[config.mk]
export PLATFORM = sky130hd
export DESIGN_NAME = inst_fetch_queue_flat
export DESIGN_NICKNAME = d
export VERILOG_FILES = /design/src/rtl/inst_fetch_queue_if.sv /design/src/rtl/inst_fetch_queue.sv /design/src/flat_wrapper.sv
export SDC_FILE = /design/constraint.sdc
export NUM_CORES = 1
export LEC_CHECK = 0
export CORE_MARGIN = 2
export CORE_UTILIZATION = 45
export DETAILED_ROUTE_END_ITERATION = 8
export HOLD_SLACK_MARGIN = 0.02
export PLACE_DENSITY = 0.66
export SKIP_CTS_REPAIR_TIMING = 1
export SLEW_MARGIN = 20
export SYNTH_ARGS = -nofsm -noshare
export SYNTH_HDL_FRONTEND = slang
export SYNTH_SLANG_ARGS = --single-unit
[constraint.sdc]
create_clock -name clk -period 3.5 [get_ports clk]
set_input_delay 0.7 -clock clk [delete_from_list [all_inputs] [get_ports clk]]
set_output_delay 0.7 -clock clk [all_outputs]
set_load 0.03 [all_outputs]
[src/rtl/inst_fetch_queue_if.sv]
// Fetch-queue bus bundle: redirect input, instruction-memory request/response
// channel, and the valid/ready decode channel.
//   master : the fetch queue (drives imem requests and the decode channel)
//   slave  : the surroundings (execute redirect, memory, decode stage)
interface inst_fetch_queue_if;
    logic        redirect_valid;
    logic [31:0] redirect_pc;
    logic        imem_req_valid;
    logic        imem_req_ready;
    logic [31:0] imem_req_addr;
    logic        imem_resp_valid;
    logic [31:0] imem_resp_data;
    logic        dec_valid;
    logic        dec_ready;
    logic [31:0] dec_inst;
    logic [31:0] dec_pc;

    modport master (
        input  redirect_valid, redirect_pc, imem_req_ready,
               imem_resp_valid, imem_resp_data, dec_ready,
        output imem_req_valid, imem_req_addr, dec_valid, dec_inst, dec_pc
    );

    modport slave (
        output redirect_valid, redirect_pc, imem_req_ready,
               imem_resp_valid, imem_resp_data, dec_ready,
        input  imem_req_valid, imem_req_addr, dec_valid, dec_inst, dec_pc
    );
endinterface

[src/rtl/inst_fetch_queue.sv]
// Instruction fetch queue: owns the PC, issues in-order word fetches, buffers
// returned instructions in a DEPTH-entry FIFO and hands {inst, pc} to decode.
// Redirects flush the FIFO and mark all in-flight responses for discard.
// Ports:
//   clk  - clock, all state on rising edge
//   rst  - synchronous active-high reset
//   bus  - inst_fetch_queue_if.master (redirect, imem req/resp, decode channel)
module inst_fetch_queue #(
    parameter logic [31:0] RESET_PC = 32'h0000_0000,
    parameter int          DEPTH    = 4
) (
    input  logic                  clk,
    input  logic                  rst,
    inst_fetch_queue_if.master    bus
);
    localparam int          AW  = $clog2(DEPTH);
    localparam int          CW  = AW + 1;
    localparam logic [31:0] NOP = 32'h0000_0013;

    typedef struct packed {
        logic [31:0] inst;
        logic [31:0] pc;
    } entry_t;

    entry_t         fifo [DEPTH];
    logic [31:0]    pc;
    logic [AW-1:0]  rd_ptr, wr_ptr;
    logic [CW-1:0]  count, live, drop;

    logic [CW+1:0]  credits;
    logic           req_fire, pop, push;
    logic           resp_drop, resp_live;
    logic [31:0]    resp_pc;

    // Every FIFO slot is reserved at request time, so a response can always be
    // written without backpressure.
    assign credits   = {2'b00, count} + {2'b00, live} + {2'b00, drop};

    // Responses are consumed oldest-first: pending discards go before kept ones.
    assign resp_drop = bus.imem_resp_valid && (drop != '0);
    assign resp_live = bus.imem_resp_valid && (drop == '0) && (live != '0);
    assign push      = resp_live && !bus.redirect_valid;

    // Live requests were issued back-to-back since the last redirect/reset, so
    // the oldest one's PC is the current PC rewound by one word per live entry.
    assign resp_pc   = pc - (32'(live) << 2);

    always_comb begin
        bus.imem_req_valid = !rst && !bus.redirect_valid && (credits < (CW+2)'(DEPTH));
        bus.imem_req_addr  = pc;
        bus.dec_valid      = !rst && !bus.redirect_valid && (count != '0);
        bus.dec_inst       = NOP;
        bus.dec_pc         = 32'h0;
        if (bus.dec_valid) begin
            bus.dec_inst = fifo[rd_ptr].inst;
            bus.dec_pc   = fifo[rd_ptr].pc;
        end
    end

    assign req_fire = bus.imem_req_valid && bus.imem_req_ready;
    assign pop      = bus.dec_valid && bus.dec_ready;

    always_ff @(posedge clk) begin
        if (rst) begin
            pc     <= RESET_PC;
            rd_ptr <= '0;
            wr_ptr <= '0;
            count  <= '0;
            live   <= '0;
            drop   <= '0;
        end else if (bus.redirect_valid) begin
            // A response landing this cycle retires its own request first;
            // whatever is still outstanding becomes garbage to discard.
            pc     <= {bus.redirect_pc[31:2], 2'b00};
            rd_ptr <= '0;
            wr_ptr <= '0;
            count  <= '0;
            drop   <= (drop - CW'(resp_drop)) + (live - CW'(resp_live));
            live   <= '0;
        end else begin
            if (req_fire)
                pc <= pc + 32'd4;
            live   <= live + CW'(req_fire) - CW'(resp_live);
            drop   <= drop - CW'(resp_drop);
            if (push)
                wr_ptr <= wr_ptr + 1'b1;
            if (pop)
                rd_ptr <= rd_ptr + 1'b1;
            count  <= count + CW'(push) - CW'(pop);
        end
    end

    always_ff @(posedge clk) begin
        if (!rst && push)
            fifo[wr_ptr] <= '{inst: bus.imem_resp_data, pc: resp_pc};
    end
endmodule

[src/flat_wrapper.sv]
// flat-port wrapper written by rule: the top's interface ports become plain ports
module inst_fetch_queue_flat 
#(
    parameter logic [31:0] RESET_PC = 32'h0000_0000,
    parameter int          DEPTH    = 4
)
  (clk, rst, bus_redirect_valid, bus_redirect_pc, bus_imem_req_ready, bus_imem_resp_valid, bus_imem_resp_data, bus_dec_ready, bus_imem_req_valid, bus_imem_req_addr, bus_dec_valid, bus_dec_inst, bus_dec_pc);
  inst_fetch_queue_if bus_i ();
  input  logic clk;
  input  logic rst;
  input wire logic [$bits(bus_i.redirect_valid)-1:0] bus_redirect_valid;
  input wire logic [$bits(bus_i.redirect_pc)-1:0] bus_redirect_pc;
  input wire logic [$bits(bus_i.imem_req_ready)-1:0] bus_imem_req_ready;
  input wire logic [$bits(bus_i.imem_resp_valid)-1:0] bus_imem_resp_valid;
  input wire logic [$bits(bus_i.imem_resp_data)-1:0] bus_imem_resp_data;
  input wire logic [$bits(bus_i.dec_ready)-1:0] bus_dec_ready;
  output wire logic [$bits(bus_i.imem_req_valid)-1:0] bus_imem_req_valid;
  output wire logic [$bits(bus_i.imem_req_addr)-1:0] bus_imem_req_addr;
  output wire logic [$bits(bus_i.dec_valid)-1:0] bus_dec_valid;
  output wire logic [$bits(bus_i.dec_inst)-1:0] bus_dec_inst;
  output wire logic [$bits(bus_i.dec_pc)-1:0] bus_dec_pc;
  assign bus_i.redirect_valid = bus_redirect_valid;
  assign bus_i.redirect_pc = bus_redirect_pc;
  assign bus_i.imem_req_ready = bus_imem_req_ready;
  assign bus_i.imem_resp_valid = bus_imem_resp_valid;
  assign bus_i.imem_resp_data = bus_imem_resp_data;
  assign bus_i.dec_ready = bus_dec_ready;
  assign bus_imem_req_valid = bus_i.imem_req_valid;
  assign bus_imem_req_addr = bus_i.imem_req_addr;
  assign bus_dec_valid = bus_i.dec_valid;
  assign bus_dec_inst = bus_i.dec_inst;
  assign bus_dec_pc = bus_i.dec_pc;
  inst_fetch_queue #(.RESET_PC(RESET_PC), .DEPTH(DEPTH)) u_core (.clk(clk), .rst(rst), .bus(bus_i));
endmodule
==> results.json, run 1 <==
{
  "setup_viol": 0,
  "synthCells": 841,
  "synth-edff-count": 248,
  "clkPwrFrac_pct": 40.4,
  "cts_tree": "yes",
  "path_delay_family": "adder cells",
  "clock.fmax_mhz": 291,
  "max_cap_violations": 0,
  "critPathKind": "reg -> out",
  "firstDrtPassIters": 5,
  "port_buffers": 161,
  "drtAntennaViolNets": 0,
  "worstPathMaxFanout": 4,
  "ys_types": 60,
  "antenna_cells": 0,
  "leakage_nw": 5.50,
  "cts_buffers": 29,
  "critPathArrivalTime_ns": 2.73,
  "place_congestion": 0.807,
  "dieWidth_um": 173,
  "max_stage_delay_ns": 0.37,
  "placed_area_um2": 15300,
  "status": "finished, final reports clean",
  "start_kind": "flop",
  "worstMarginPinSlew_ns": 1.09,
  "combPwrFrac_pct": 8.3,
  "clk_latency_ns": 0.54,
  "synthArstFlopShare_pct": 0,
  "grt_usage_pct": 18.5,
  "viasPerCell": 5.43,
  "final_util_pct": 58.1,
  "yosys_warnings": 0,
  "p_int_mw": 5.95,
  "multi_input_area_um2": 4160,
  "cp_num_buf_inv": 1,
  "final_hold_viol_count": 0,
  "hold_class": "reg -> reg",
  "swShare_pct": 22.0,
  "seq_power_share_pct": 51.3,
  "grt_max_degree": 62,
  "grt_pass1_wl_um": 43900,
  "cts_root_buf": "clkbuf_16",
  "drc": 0,
  "seq_area_um2": 8360,
  "final_area_um2": 16200,
  "htreeDepth": 1,
  "rows": 61,
  "power.density_nw_per_um2": 469,
  "ys_seq_elements": 293,
  "fin_crit_ns": 3.43,
  "ys_seq_area_share_pct": 65.2,
  "core_um2": 27900,
  "cpMaxStageDelayCell": "fa_1",
  "crit_path_cell_trace": "ha_2, fa_1, xor2_1, ha_1, nor4_4, o211a_1, and2_1, buf_4",
  "nets": 1107,
  "p_switching_mw": 1.68,
  "hpwl_um": 18200,
  "antenna_found_initial": 0,
  "netlist_area_um2": 12800,
  "drv_slew": 0,
  "n_fill_cell": 2219,
  "peakVddDrop_mv": 0.345,
  "synth_area_per_cell_um2": 15.2,
  "io_pins": 168,
  "cts_buffer_depth": 3,
  "start_util_pct": 45.8,
  "die_y_um": 173,
  "clock-sinks": 293,
  "area_growth_syn_to_layout_pct": 26.8,
  "drt_iter0_drc": 549,
  "clock_skew_ns": 0.0190,
  "grt_pass1_vias": 7725,
  "cts.clk_slew.worst_paths_ns": 0.06,
  "required_ns": 2.80,
  "drive_gt1_share_pct": 21.1,
  "grt-ovfl-total": 0,
  "end_kind": "primary output",
  "routedWlPerCell_um": 19.7,
  "slew_headroom_pct": 27.3,
  "die-area_um2": 29800,
  "vias": 7662,
  "wl_um": 27800,
  "fin_crit_sh_pct": 98.1,
  "synthFlopType": "edfxtp_1"
}
[path summary, 6_finish.rpt]
path         cells past startpoint                                   endpoint                          start  slack (ns)
max                              8                         bus_imem_req_valid      u_core.live[0]$_SDFF_PP0_        0.07
max reg2reg                     10  u_core.bus.imem_req_addr[12]$_SDFFE_PP0P_      u_core.live[0]$_SDFF_PP0_        0.41
min reg2reg                      2              u_core.rd_ptr[1]$_SDFFE_PP0P_  u_core.rd_ptr[1]$_SDFFE_PP0P_        0.54
min                              2              u_core.rd_ptr[1]$_SDFFE_PP0P_  u_core.rd_ptr[1]$_SDFFE_PP0P_        0.54
[registers in the layout, summed over array words and instances, names as in the netlist, named ones only]
register / count
u_core.drop: 3
u_core.live: 3
u_core.wr_ptr: 2
u_core.rd_ptr: 2
u_core.fifo: 248
u_core.count: 3
u_core.bus.imem_req_addr: 30
[cell usage after synthesis (all sizes together), types with 2 or more instances]
master   count  area share (%)
edfxtp     248              58
and2        67             3.3
mux4        62              11
dfxtp       45             7.0
clkbuf      39             1.2
nor2        36             1.1
nand2       35             1.0
inv         26            0.76
a21oi       23            0.93
xor2        23             1.6
ha          21             2.1
nand3       21            0.82
nor3        21            0.86
xnor2       20             1.4
buf         19            0.82
nand4       16            0.90
nor4        15            0.83
and3        11            0.54
nand2b      10            0.49
a211oi       8            0.47
a31oi        8            0.39
o21ai        8            0.31
or3          8            0.39
or4          8            0.56
fa           5            0.78
a311oi       3            0.21
o22ai        3            0.15
o31a         3            0.21
a22oi        2            0.12
a2bb2oi      2            0.14
a311o        2            0.16
mux2i        2            0.16
nor2b        2           0.098
o211ai       2            0.12
o21a         2            0.12
o311ai       2            0.14
[power by group through the flow]
stage                     clock network, mW  logic (mW)  registers (mW)
after floorplan                           0       0.336            4.00
after global placement                    0       0.601            3.98
after detailed placement                  0       0.617            3.98
after CTS                              3.14       0.620            3.91
after global routing                   3.28       0.694            3.92
final                                  3.08       0.634            3.91
[tightest hold or removal path, cell delays in order, from the launching register on]
cell	delay [ns]
dfxtp_1	0.32
xor2_1	0.07
nor2_1	0.11
[final cells by class]
class,instances,area share [%]
clock inverter,16,1.14
timing repair buffer,194,13.6
clock buffer,38,4.68
inverter,26,0.601
tap,378,2.91
sequential,293,51.5
multi-input combinational,467,25.6
[metal layers]
layer / up-vias / track usage, % / routed length [um]
met4: 0 / 3.85 / 467
met2: 255 / 30.2 / 13200
li1: 3571 / - / -
met3: 32 / 2.73 / 1610
met1: 3804 / 26.8 / 12500
met5: - / 0 / 0
[logic make-up after synthesis]
kind of cell | Yosys count | synth area share (%)
other | 1 | 0.0293
AND/OR/NAND/NOR | 254 | 11.1
flip-flops | 293 | 65.2
buffers and inverters | 84 | 2.74
AO/OA/AOI/OAI | 76 | 4.00
multiplexers | 64 | 11.1
XOR/XNOR | 43 | 3.00
adder cells (fa/ha/maj) | 26 | 2.83
[cell usage in the layout (no fill, tap or decap), types with 7 or more instances in the layout]
cell / n
mux4_2: 62
nand2b_1: 10
clkbuf_1: 9
xnor2_1: 19
edfxtp_1: 248
xor2_1: 23
and2_1: 66
buf_4: 54
nand4_1: 15
or3_1: 8
dfxtp_1: 42
nor4_1: 12
nor2_1: 35
a31oi_1: 8
inv_1: 26
o21ai_0: 8
and3_1: 7
ha_1: 20
nand2_1: 35
clkdlybuf4s50_1: 100
buf_12: 40
clkbuf_16: 29
a21oi_1: 22
nand3_1: 21
nor3_1: 20
a211oi_1: 8
[metrics by stage]
step | hold slack (ns) | instances | setup WS, ns | total power [mW] | setup TNS [ns]
after detailed placement | 0.526 | 1356 | 0.215 | 4.60 | 0
after CTS | 0.537 | 1410 | -0.211 | 7.67 | -0.211
final | 0.540 | 1412 | 0.0677 | 7.62 | 0
after floorplan | 0.485 | 844 | 0.335 | 4.33 | 0
after global placement | 0.500 | 1356 | 0.231 | 4.59 | 0
after global routing | 0.570 | 1412 | -0.0000699 | 7.89 | -0.0000699
Power figures use the tool's default switching activity.
==> inputs of run 2 (changes only) <==
--- a/config.mk
+++ b/config.mk
@@ -5,13 +5,15 @@
 export SDC_FILE = /design/constraint.sdc
 export NUM_CORES = 1
 export LEC_CHECK = 0
+export CELL_PAD_IN_SITES_DETAIL_PLACEMENT = 0
+export CELL_PAD_IN_SITES_GLOBAL_PLACEMENT = 1
 export CORE_MARGIN = 2
 export CORE_UTILIZATION = 45
 export DETAILED_ROUTE_END_ITERATION = 8
 export HOLD_SLACK_MARGIN = 0.02
-export PLACE_DENSITY = 0.66
-export SKIP_CTS_REPAIR_TIMING = 1
+export PLACE_DENSITY = 0.77
 export SLEW_MARGIN = 20
 export SYNTH_ARGS = -nofsm -noshare
 export SYNTH_HDL_FRONTEND = slang
 export SYNTH_SLANG_ARGS = --single-unit
+export TNS_END_PERCENT = 100
==> results.json, run 2 (same netlist as run 1, synthesis figures left out) <==
{
  "setup_viol": 0,
  "hpwl_um": 18400,
  "place_congestion": 0.816,
  "drt_iter0_drc": 542,
  "fin_setup_tns_ns": 0,
  "viasPerCell": 5.44,
  "grt_usage_pct": 18.7,
  "antenna_cells": 0,
  "clock-sinks": 293,
  "drtAntennaViolNets": 0,
  "die_y_um": 173,
  "worstMarginPinSlew_ns": 0.867,
  "final_hold_viol_count": 0,
  "cts_buffers": 31,
  "cts.clk_slew.worst_paths_ns": 0.07,
  "rsz0062_at_grt": "false",
  "mostFrequentLayoutCell": "edfxtp_1",
  "hold_class": "reg -> reg",
  "clk_latency_ns": 0.55,
  "drc": 0,
  "vias": 7684,
  "cts_root_buf": "clkbuf_16",
  "cts_tree": "yes",
  "leakage_nw": 5.56,
  "nets": 1107,
  "antenna_found_initial": 0,
  "peakVddDrop_mv": 0.447,
  "critPathKind": "reg -> out",
  "firstDrtPassIters": 5,
  "hold_slack_ns": 0.534,
  "io_pins": 168,
  "routedWlPerCell_um": 19.9,
  "critPathArrivalTime_ns": 2.71,
  "power.density_nw_per_um2": 489,
  "port_buffers": 161,
  "die-area_um2": 29800,
  "fin_crit_ns": 3.41,
  "slew_headroom_pct": 41.7,
  "grt_pass1_wl_um": 44100,
  "grt-ovfl-total": 0,
  "cts_buffer_depth": 3,
  "required_ns": 2.80,
  "fin_crit_sh_pct": 97.5,
  "power.total_mw": 8.01,
  "clock_skew_ns": 0.00763,
  "grt_pass1_vias": 7647,
  "drive_gt1_share_pct": 21.5,
  "rows": 61,
  "wl_um": 28100,
  "largest_reg_flops": 248,
  "final_util_pct": 58.7,
  "start_util_pct": 45.8,
  "core_um2": 27900,
  "status": "finished, final reports clean",
  "start_kind": "flop",
  "dieWidth_um": 173,
  "area_growth_syn_to_layout_pct": 28.0,
  "end_kind": "primary output",
  "layout_common_cells": "248 x edfxtp_1, 100 x clkdlybuf4s50_1, 65 x and2_1",
  "grt_max_degree": 62,
  "clock.fmax_mhz": 293,
  "drv_slew": 0,
  "max_cap_violations": 0,
  "largest-register": "u_core.fifo",
  "htreeDepth": 1,
  "worstPathMaxFanout": 4
}
[run 2: what timing repair did]
action,in CTS,in global routing
buffers inserted,1,1
gates resized for setup,3,2
endpoints found under the setup margin,1,1
pin swaps,2,2
hold buffers,0,0
[run 2: per-stage QoR]
step                      instances  worst slack (ns)  instance area [um^2]
after floorplan                 844             0.335                 12800
after global placement         1354             0.263                 15300
after detailed placement       1354             0.246                 15300
after CTS                      1412             0.109                 16400
after global routing           1413           0.00482                 16400
final                          1413            0.0885                 16400
[run 2: worst max-delay path, cell delays in order (launching register included)]
cell     delay (ns)
dfxtp_1        0.35
ha_2           0.21
fa_2           0.34
xor2_1         0.15
ha_1           0.31
nor4_4         0.29
o211a_1        0.23
and2_4         0.17
buf_12         0.11
[run 2: cell type report]
type | instances | area, um^2
flip-flops and latches | 293 | 8350
multi-input cells | 467 | 4170
repair buffers | 192 | 2200
clock inverters | 22 | 303
inverters | 26 | 97.6
fillers | 2196 | 11500
clock buffers | 35 | 791
well taps | 378 | 473
[run 2: final timing paths]
check,cells after the start,slack [ns],from,end
setup / recovery,8,0.09,u_core.live[0]$_SDFF_PP0_,bus_imem_req_valid
hold reg to reg,2,0.53,u_core.rd_ptr[1]$_SDFFE_PP0P_,flop
hold / removal,2,0.53,u_core.rd_ptr[1]$_SDFFE_PP0P_,flop
setup reg to reg,11,0.38,u_core.live[0]$_SDFF_PP0_,u_core.bus.imem_req_addr[14]$_SDFFE_PP0P_
[run 2: power breakdown]
group	leakage, nW	switching [mW]	total [mW]	internal, mW
sequential	2.62	0.0731	3.92	3.85
clock	0.520	1.32	3.46	2.14
combinational	2.42	0.344	0.632	0.288
[run 2: metal layers]
| layer | GRT usage (%) | up-vias | part of all wire, % |
|---|---|---|---|
| li1 | - | 3564 | - |
| met1 | 27.3 | 3824 | 45 |
| met2 | 29.9 | 263 | 47 |
| met3 | 3.10 | 33 | 6.3 |
| met4 | 3.95 | 0 | 1.5 |
| met5 | 0 | - | 0 |
